<file path="src/rtl/i2c_bridge_pkg.sv">
`default_nettype none
// +--------------------------------------------------------------------+
// | i2c_bridge_pkg                                                     |
// | Register map of the I2C Avalon bridge, command entry layout and    |
// | the sequencer state encoding.                                      |
// | Revision: 1.0                                                      |
// +--------------------------------------------------------------------+
package i2c_bridge_pkg;

  // Bridge register indices (write side: ADDR/DATA/RW/ENA/NBYTES,
  // read side: DATA/ACKERR). Index 5 on the write side is GPIO.
  localparam logic [2:0] REG_ADDR   = 3'd0;
  localparam logic [2:0] REG_DATA   = 3'd1;
  localparam logic [2:0] REG_RW     = 3'd2;
  localparam logic [2:0] REG_ENA    = 3'd3;
  localparam logic [2:0] REG_NBYTES = 3'd4;
  localparam logic [2:0] REG_ACKERR = 3'd5;

  // One queued transaction, 43 bits.
  typedef struct packed {
    logic [6:0]  addr;
    logic        rw;
    logic [31:0] wdata;
    logic [2:0]  nbytes;
  } cmd_t;

  typedef enum logic [3:0] {
    S_IDLE   = 4'd0,
    S_W_ADDR = 4'd1,
    S_W_DATA = 4'd2,
    S_W_RW   = 4'd3,
    S_W_NB   = 4'd4,
    S_W_ENA  = 4'd5,
    S_R_DATA = 4'd6,
    S_R_ACK  = 4'd7,
    S_PUSH   = 4'd8
  } state_t;

endpackage
`default_nettype wire

</file>
<file path="src/rtl/i2c_cmd_fifo.sv">
`default_nettype none
// +--------------------------------------------------------------------+
// | i2c_cmd_fifo                                                       |
// | Synchronous command FIFO with occupancy count. A push into a full  |
// | FIFO is refused even when a pop happens in the same cycle.         |
// | Revision: 1.0                                                      |
// +--------------------------------------------------------------------+
module i2c_cmd_fifo
  import i2c_bridge_pkg::*;
#(
  parameter int DEPTH = 4
) (
  input  logic                     clock,
  input  logic                     reset,
  input  logic                     i_push,
  input  cmd_t                     i_data,
  input  logic                     i_pop,
  output cmd_t                     o_data,
  output logic [$clog2(DEPTH):0]   o_count,
  output logic                     o_full,
  output logic                     o_empty
);

  localparam int PW = $clog2(DEPTH);

  cmd_t            r_mem [DEPTH];
  logic [PW-1:0]   r_wptr;
  logic [PW-1:0]   r_rptr;
  logic [PW:0]     r_count;
  logic            w_push_ok;
  logic            w_pop_ok;

  assign o_full    = (r_count == (PW+1)'(DEPTH));
  assign o_empty   = (r_count == '0);
  assign w_push_ok = i_push & ~o_full;
  assign w_pop_ok  = i_pop & ~o_empty;
  assign o_data    = r_mem[r_rptr];
  assign o_count   = r_count;

  // Storage array; contents need no reset since the pointers define validity.
  always_ff @(posedge clock) begin
    if (w_push_ok) begin
      r_mem[r_wptr] <= i_data;
    end
  end

  // Pointers wrap naturally (power-of-two depth); count tracks push/pop.
  always_ff @(posedge clock or posedge reset) begin
    if (reset) begin
      r_wptr  <= '0;
      r_rptr  <= '0;
      r_count <= '0;
    end else begin
      if (w_push_ok) begin
        r_wptr <= r_wptr + 1'b1;
      end
      if (w_pop_ok) begin
        r_rptr <= r_rptr + 1'b1;
      end
      case ({w_push_ok, w_pop_ok})
        2'b10:   r_count <= r_count + 1'b1;
        2'b01:   r_count <= r_count - 1'b1;
        default: r_count <= r_count;
      endcase
    end
  end

endmodule
`default_nettype wire

</file>
<file path="src/rtl/i2c_cmd_sequencer.sv">
`default_nettype none
// +--------------------------------------------------------------------+
// | i2c_cmd_sequencer                                                  |
// | Queues I2C commands and replays each as an Avalon-MM write/read    |
// | sequence into the bridge register slave, returning data and ack.   |
// | Revision: 1.0                                                      |
// +--------------------------------------------------------------------+
module i2c_cmd_sequencer
  import i2c_bridge_pkg::*;
#(
  parameter int CMD_DEPTH = 4
) (
  input  logic                         clock,
  input  logic                         reset,
  input  logic                         i_cmd_valid,
  output logic                         o_cmd_ready,
  input  logic [6:0]                   i_cmd_addr,
  input  logic                         i_cmd_rw,
  input  logic [31:0]                  i_cmd_wdata,
  input  logic [2:0]                   i_cmd_nbytes,
  output logic                         o_res_valid,
  input  logic                         i_res_ready,
  output logic [31:0]                  o_res_rdata,
  output logic                         o_res_ack_error,
  output logic [$clog2(CMD_DEPTH):0]   o_cmd_count,
  output logic                         o_busy,
  output logic [2:0]                   o_m_address,
  output logic                         o_m_write,
  output logic [31:0]                  o_m_writedata,
  output logic                         o_m_read,
  input  logic [31:0]                  i_m_readdata,
  input  logic                         i_m_waitrequest
);

  state_t       r_state;
  logic         r_rw;
  logic [31:0]  r_wdata;
  logic [2:0]   r_nbytes;
  logic         r_m_write;
  logic         r_m_read;
  logic [2:0]   r_m_address;
  logic [31:0]  r_m_writedata;
  logic         r_res_valid;
  logic [31:0]  r_res_rdata;
  logic         r_res_ack;

  cmd_t         w_cmd_in;
  cmd_t         w_head;
  logic         w_full;
  logic         w_empty;
  logic         w_pop;

  assign w_cmd_in = {i_cmd_addr, i_cmd_rw, i_cmd_wdata, i_cmd_nbytes};
  assign w_pop    = (r_state == S_IDLE) & ~w_empty;

  i2c_cmd_fifo #(
    .DEPTH (CMD_DEPTH)
  ) u_fifo (
    .clock   (clock),
    .reset   (reset),
    .i_push  (i_cmd_valid),
    .i_data  (w_cmd_in),
    .i_pop   (w_pop),
    .o_data  (w_head),
    .o_count (o_cmd_count),
    .o_full  (w_full),
    .o_empty (w_empty)
  );

  assign o_cmd_ready     = ~w_full;
  assign o_busy          = (r_state != S_IDLE);
  assign o_m_write       = r_m_write;
  assign o_m_read        = r_m_read;
  assign o_m_address     = r_m_address;
  assign o_m_writedata   = r_m_writedata;
  assign o_res_valid     = r_res_valid;
  assign o_res_rdata     = r_res_rdata;
  assign o_res_ack_error = r_res_ack;

  // Sequencer: each transition loads the bus registers for the state being
  // entered, so every Avalon output is a flop and holds through waitrequest.
  always_ff @(posedge clock or posedge reset) begin
    if (reset) begin
      r_state       <= S_IDLE;
      r_rw          <= 1'b0;
      r_wdata       <= '0;
      r_nbytes      <= '0;
      r_m_write     <= 1'b0;
      r_m_read      <= 1'b0;
      r_m_address   <= '0;
      r_m_writedata <= '0;
      r_res_valid   <= 1'b0;
      r_res_rdata   <= '0;
      r_res_ack     <= 1'b0;
    end else begin
      case (r_state)
        S_IDLE: begin
          if (!w_empty) begin
            r_rw     <= w_head.rw;
            r_wdata  <= w_head.wdata;
            r_nbytes <= w_head.nbytes;
            // A zero-length command is dropped silently.
            if (w_head.nbytes != 3'd0) begin
              r_state       <= S_W_ADDR;
              r_m_write     <= 1'b1;
              r_m_address   <= REG_ADDR;
              r_m_writedata <= {25'd0, w_head.addr};
            end
          end
        end
        S_W_ADDR: begin
          if (!i_m_waitrequest) begin
            r_state       <= S_W_DATA;
            r_m_address   <= REG_DATA;
            r_m_writedata <= r_wdata;
          end
        end
        S_W_DATA: begin
          if (!i_m_waitrequest) begin
            r_state       <= S_W_RW;
            r_m_address   <= REG_RW;
            r_m_writedata <= {31'd0, r_rw};
          end
        end
        S_W_RW: begin
          if (!i_m_waitrequest) begin
            r_state       <= S_W_NB;
            r_m_address   <= REG_NBYTES;
            r_m_writedata <= {29'd0, r_nbytes};
          end
        end
        S_W_NB: begin
          if (!i_m_waitrequest) begin
            r_state       <= S_W_ENA;
            r_m_address   <= REG_ENA;
            r_m_writedata <= 32'd1;
          end
        end
        S_W_ENA: begin
          if (!i_m_waitrequest) begin
            r_state     <= S_R_DATA;
            r_m_write   <= 1'b0;
            r_m_read    <= 1'b1;
            r_m_address <= REG_DATA;
          end
        end
        S_R_DATA: begin
          // Waitrequest stays high for the whole I2C transfer.
          if (!i_m_waitrequest) begin
            r_state     <= S_R_ACK;
            r_res_rdata <= i_m_readdata;
            r_m_address <= REG_ACKERR;
          end
        end
        S_R_ACK: begin
          if (!i_m_waitrequest) begin
            r_state     <= S_PUSH;
            r_res_ack   <= i_m_readdata[0];
            r_m_read    <= 1'b0;
            r_res_valid <= 1'b1;
          end
        end
        S_PUSH: begin
          if (i_res_ready) begin
            r_state     <= S_IDLE;
            r_res_valid <= 1'b0;
          end
        end
        default: begin
          r_state <= S_IDLE;
        end
      endcase
    end
  end

endmodule
`default_nettype wire

</file>
<file path="config.mk">
export PLATFORM = sky130hd
export DESIGN_NAME = i2c_cmd_sequencer
export DESIGN_NICKNAME = d
export VERILOG_FILES = /design/src/rtl/i2c_bridge_pkg.sv /design/src/rtl/i2c_cmd_fifo.sv /design/src/rtl/i2c_cmd_sequencer.sv
export SDC_FILE = /design/constraint.sdc
export NUM_CORES = 1
export LEC_CHECK = 0
export ABC_AREA = 1
export CORE_MARGIN = 5
export CORE_UTILIZATION = 35
export CTS_CLUSTER_DIAMETER = 100
export DETAILED_ROUTE_END_ITERATION = 10
export GPL_ROUTABILITY_DRIVEN = 0
export SLEW_MARGIN = 10
export SYNTH_ARGS = -nofsm -noshare
export SYNTH_HDL_FRONTEND = slang
export SYNTH_SLANG_ARGS = --single-unit
</file>
<file path="constraint.sdc">
create_clock -name clock -period 7.65 [get_ports clock]
set_clock_uncertainty 0.1 [all_clocks]
set_input_delay 1.1475 -clock clock [delete_from_list [all_inputs] [get_ports clock]]
set_output_delay 1.1475 -clock clock [all_outputs]
set_load 0.05 [all_outputs]
</file>
==> flow_metrics.env <==
export IMPL_worstReg2RegStart="u_fifo.r_rptr[1]"
export IMPL_cts_hold_buf=0
export IMPL_ff2ff_path_depth=9
export IMPL_dieArea_mm2=0.0364
export IMPL_sw_frac_of_total_pct=40.3
export IMPL_worstReg2RegEnd="o_m_writedata[29]"
export IMPL_relSlewSlack_pct=28.1
export IMPL_tns_ns=0
export IMPL_dieWidth_um=191
export IMPL_ant_nets=0
export IMPL_netSwitchingPower_mw=2.50
export IMPL_dp_final_hpwl_mm=15.5
export IMPL_start_util_pct=35.3
export IMPL_cts_sinks=290
export IMPL_place_area_mm2=0.0134
export IMPL_clk_path_buf_depth=3
export IMPL_syn_inst=950
export IMPL_layout_nets=1178
export IMPL_critPathCaptureType="register"
export IMPL_syn_num_nets=1036
export IMPL_worst_slew_pin_slew_ns=1.08
export IMPL_syn_to_final_growth_pct=25.0
export IMPL_cp_max_fo=44
export IMPL_clk_pin_slew_ns=0.06
export IMPL_syn_avg_cell_area_um2=12.0
export IMPL_rows=66
export IMPL_p_total_mw=6.21
export IMPL_antenna_found_initial=1
export IMPL_grt_setup_unrepaired="false"
export IMPL_grt_use_total_pct=14.2
export IMPL_status="completed"
export IMPL_io_pins=156
export IMPL_dp_cells=1502
export IMPL_critPathArrivalTime_ns=4.09
export IMPL_grt_pass1_wl_mm=41.4
export IMPL_cp_endpoint="o_m_writedata[29]"
export IMPL_worstSetupPathType="reg2reg"
export IMPL_grt_max_degree=89
export IMPL_cts_made_buffers=30
export IMPL_finalWorstPathRequiredPeriod_ns=3.75
export IMPL_stdcell_count=1558
export IMPL_crit_path_start="u_fifo.r_rptr[1]"
export IMPL_p_leak_nw=5.50
export IMPL_fill_cells=3002
export IMPL_core_mm2=0.0324
export IMPL_dieHeight_um=191
export IMPL_ctsResizeCount=0
export IMPL_clockRootBuffer="clkbuf_16"
export IMPL_drive_gt1_share_pct=9.23
export IMPL_wl_per_cell_um=16.8
export IMPL_cts_setup_buffers=0
export IMPL_required_ns=7.99
export IMPL_grt_pass1_vias=7442
export IMPL_clock_latency_ns=0.56
export IMPL_wl_mm=26.1
export IMPL_vdd_drop_max_uv=187
export IMPL_max_freq_mhz=267
export IMPL_r2r_setup_slack_ns=3.90
export IMPL_drtIter0Drc=346
export IMPL_yosys_warnings=0
export IMPL_io_buffers=155
export IMPL_setup_viol=0
export IMPL_ys_ff_latch=290
export IMPL_final_area_mm2=0.0143
export IMPL_combPwrFrac_pct=39.5
export IMPL_p_clk_share_pct=22.1
export IMPL_diodes=0
export IMPL_htree_levels=1
export IMPL_timing_final_crit_share_pct=49.0
export IMPL_finalHoldViolCount=0
export IMPL_maxCapViolCount=0
export IMPL_vias=7420
export IMPL_min_path_type="reg2reg"
export IMPL_yosysSeqAreaShare_pct=71.0
export IMPL_p_int_mw=3.70
export IMPL_tritoncts="built"
export IMPL_drc=0
export IMPL_dr_pass1_iters=5
export IMPL_avgViaCountPerCell=4.76
export IMPL_overflow=0
export IMPL_synth_distinct_cells=31
export IMPL_maxSlewViolCount=0
export IMPL_netlist_area_mm2=0.0114
export IMPL_p_per_area_mw_per_mm2=434
export IMPL_seq_power_share_pct=38.4
export IMPL_critPathLaunchType="register"
## critical path, cell delays in order (launching register included)
cell	delay (ns)
dfrtp_2	1.02
inv_2	0.67
nand3_1	0.25
nand2_1	0.11
nand3_1	0.12
nand2_1	0.07
nand2_2	0.62
nand2_4	0.41
nand2_1	0.16
nand2_1	0.07
## logic make-up after synthesis
group,share of synthesized area [%]
adders and majority gates,0.722
DFF,71.0
xor gates and xnor gates,0.383
muxes,3.05
and+or+nand+nor,14.2
buffers and inverters,3.62
AOI/OAI and AO/OA,6.99
## registers in the layout, summed over array words and instances (netlist names), 2 cells and up
signal	count
o_m_address	3
o_m_writedata	32
o_res_rdata	32
r_nbytes	3
r_state	4
r_wdata	32
u_fifo.o_count	3
u_fifo.r_mem	172
u_fifo.r_rptr	2
u_fifo.r_wptr	2
## stage by stage
stage	worst slack (ns)	hold slack, ns	util (%)
finish	3.90	0.378	44.2
global route	3.50	0.402	44.2
CTS	3.80	0.383	44.2
detailed placement	3.80	0.366	41.2
global placement	3.91	0.360	41.2
floorplan	3.27	0.353	-
## power by group through the flow
| stage | logic (mW) | clock network, mW | registers [mW] |
|---|---|---|---|
| final | 2.45 | 1.37 | 2.38 |
| after global routing | 2.71 | 1.47 | 2.44 |
| after CTS | 2.49 | 1.41 | 2.39 |
| after detailed placement | 2.49 | 0 | 2.42 |
| after global placement | 2.46 | 0 | 2.41 |
| after floorplan | 1.31 | 0 | 2.84 |
## worst min path at each step
stage | startpoint | endpoint | slack [ns] | depth (start not counted)
4_1_cts | o_m_writedata[25] | o_m_writedata[25] | 0.38 | 2
3_5_place_dp | o_m_writedata[25] | o_m_writedata[25] | 0.37 | 2
3_3_place_gp | o_m_address[0] | o_m_address[0] | 0.36 | 2
2_1_floorplan | r_nbytes[0] | r_nbytes[0] | 0.35 | 2
5_1_grt | o_m_writedata[17] | o_m_writedata[17] | 0.40 | 2
6_report | o_m_address[0] | o_m_address[0] | 0.38 | 2
## cell usage in the layout (no fill, tap or decap), types with 2 or more instances in the layout
cell type	Yosys	final
inv_4	2	2
mux2_2	31	31
clkdlybuf4s50_1	0	155
xor2_1	3	3
clkinv_1	0	5
xnor2_1	2	2
dfrtp_2	0	2
buf_4	8	7
clkbuf_1	18	9
dfrtp_1	118	116
nor2_1	182	178
clkinv_2	0	6
edfxtp_1	172	172
o22ai_1	12	12
nand2_2	2	2
inv_2	2	2
inv_1	31	30
clkbuf_16	0	30
nand2_1	136	136
a21oi_1	7	7
nor2_4	6	10
clkbuf_8	0	3
nand4_1	34	34
nor3_1	2	2
ha_1	5	5
a31oi_1	30	30
nand3_1	20	20
o21ai_0	95	95
## layout make-up
class                           instances  area [µm²]  area share (%)
Sequential cell                       290        8120            56.8
Timing Repair Buffer                  162        1600            11.2
Tap cell                              442         553            3.87
Clock inverter                         14         118           0.823
Inverter                               35         141           0.989
Multi-Input combinational cell        573        2930            20.5
Clock buffer                           42         826            5.78
## cells in the mapped netlist (all sizes together)
cell type	number	share of area, %
fa	1	0.18
ha	5	0.55
nand3	20	0.88
mux2	31	3.1
xor2	3	0.23
o21ai	95	4.2
dfrtp	118	26
edfxtp	172	45
a31oi	30	1.6
nand2	139	4.7
a21oi	8	0.45
xnor2	2	0.15
nor3	2	0.088
a41o	1	0.088
buf	34	1.8
nand4	35	2.0
nor2	189	6.6
o22ai	12	0.66
inv	35	1.2
clkbuf	18	0.59
## layer usage
layer	routed length, µm	global-route usage (%)	share of wire [%]	vias up
met3	1510	2.84	5.8	49
met4	743	4.17	2.8	2
li1	-	-	-	3583
met1	11500	18.7	44	3575
met5	11	0	0.042	-
met2	12400	24.0	47	211
(Power assumes the default switching activity.)
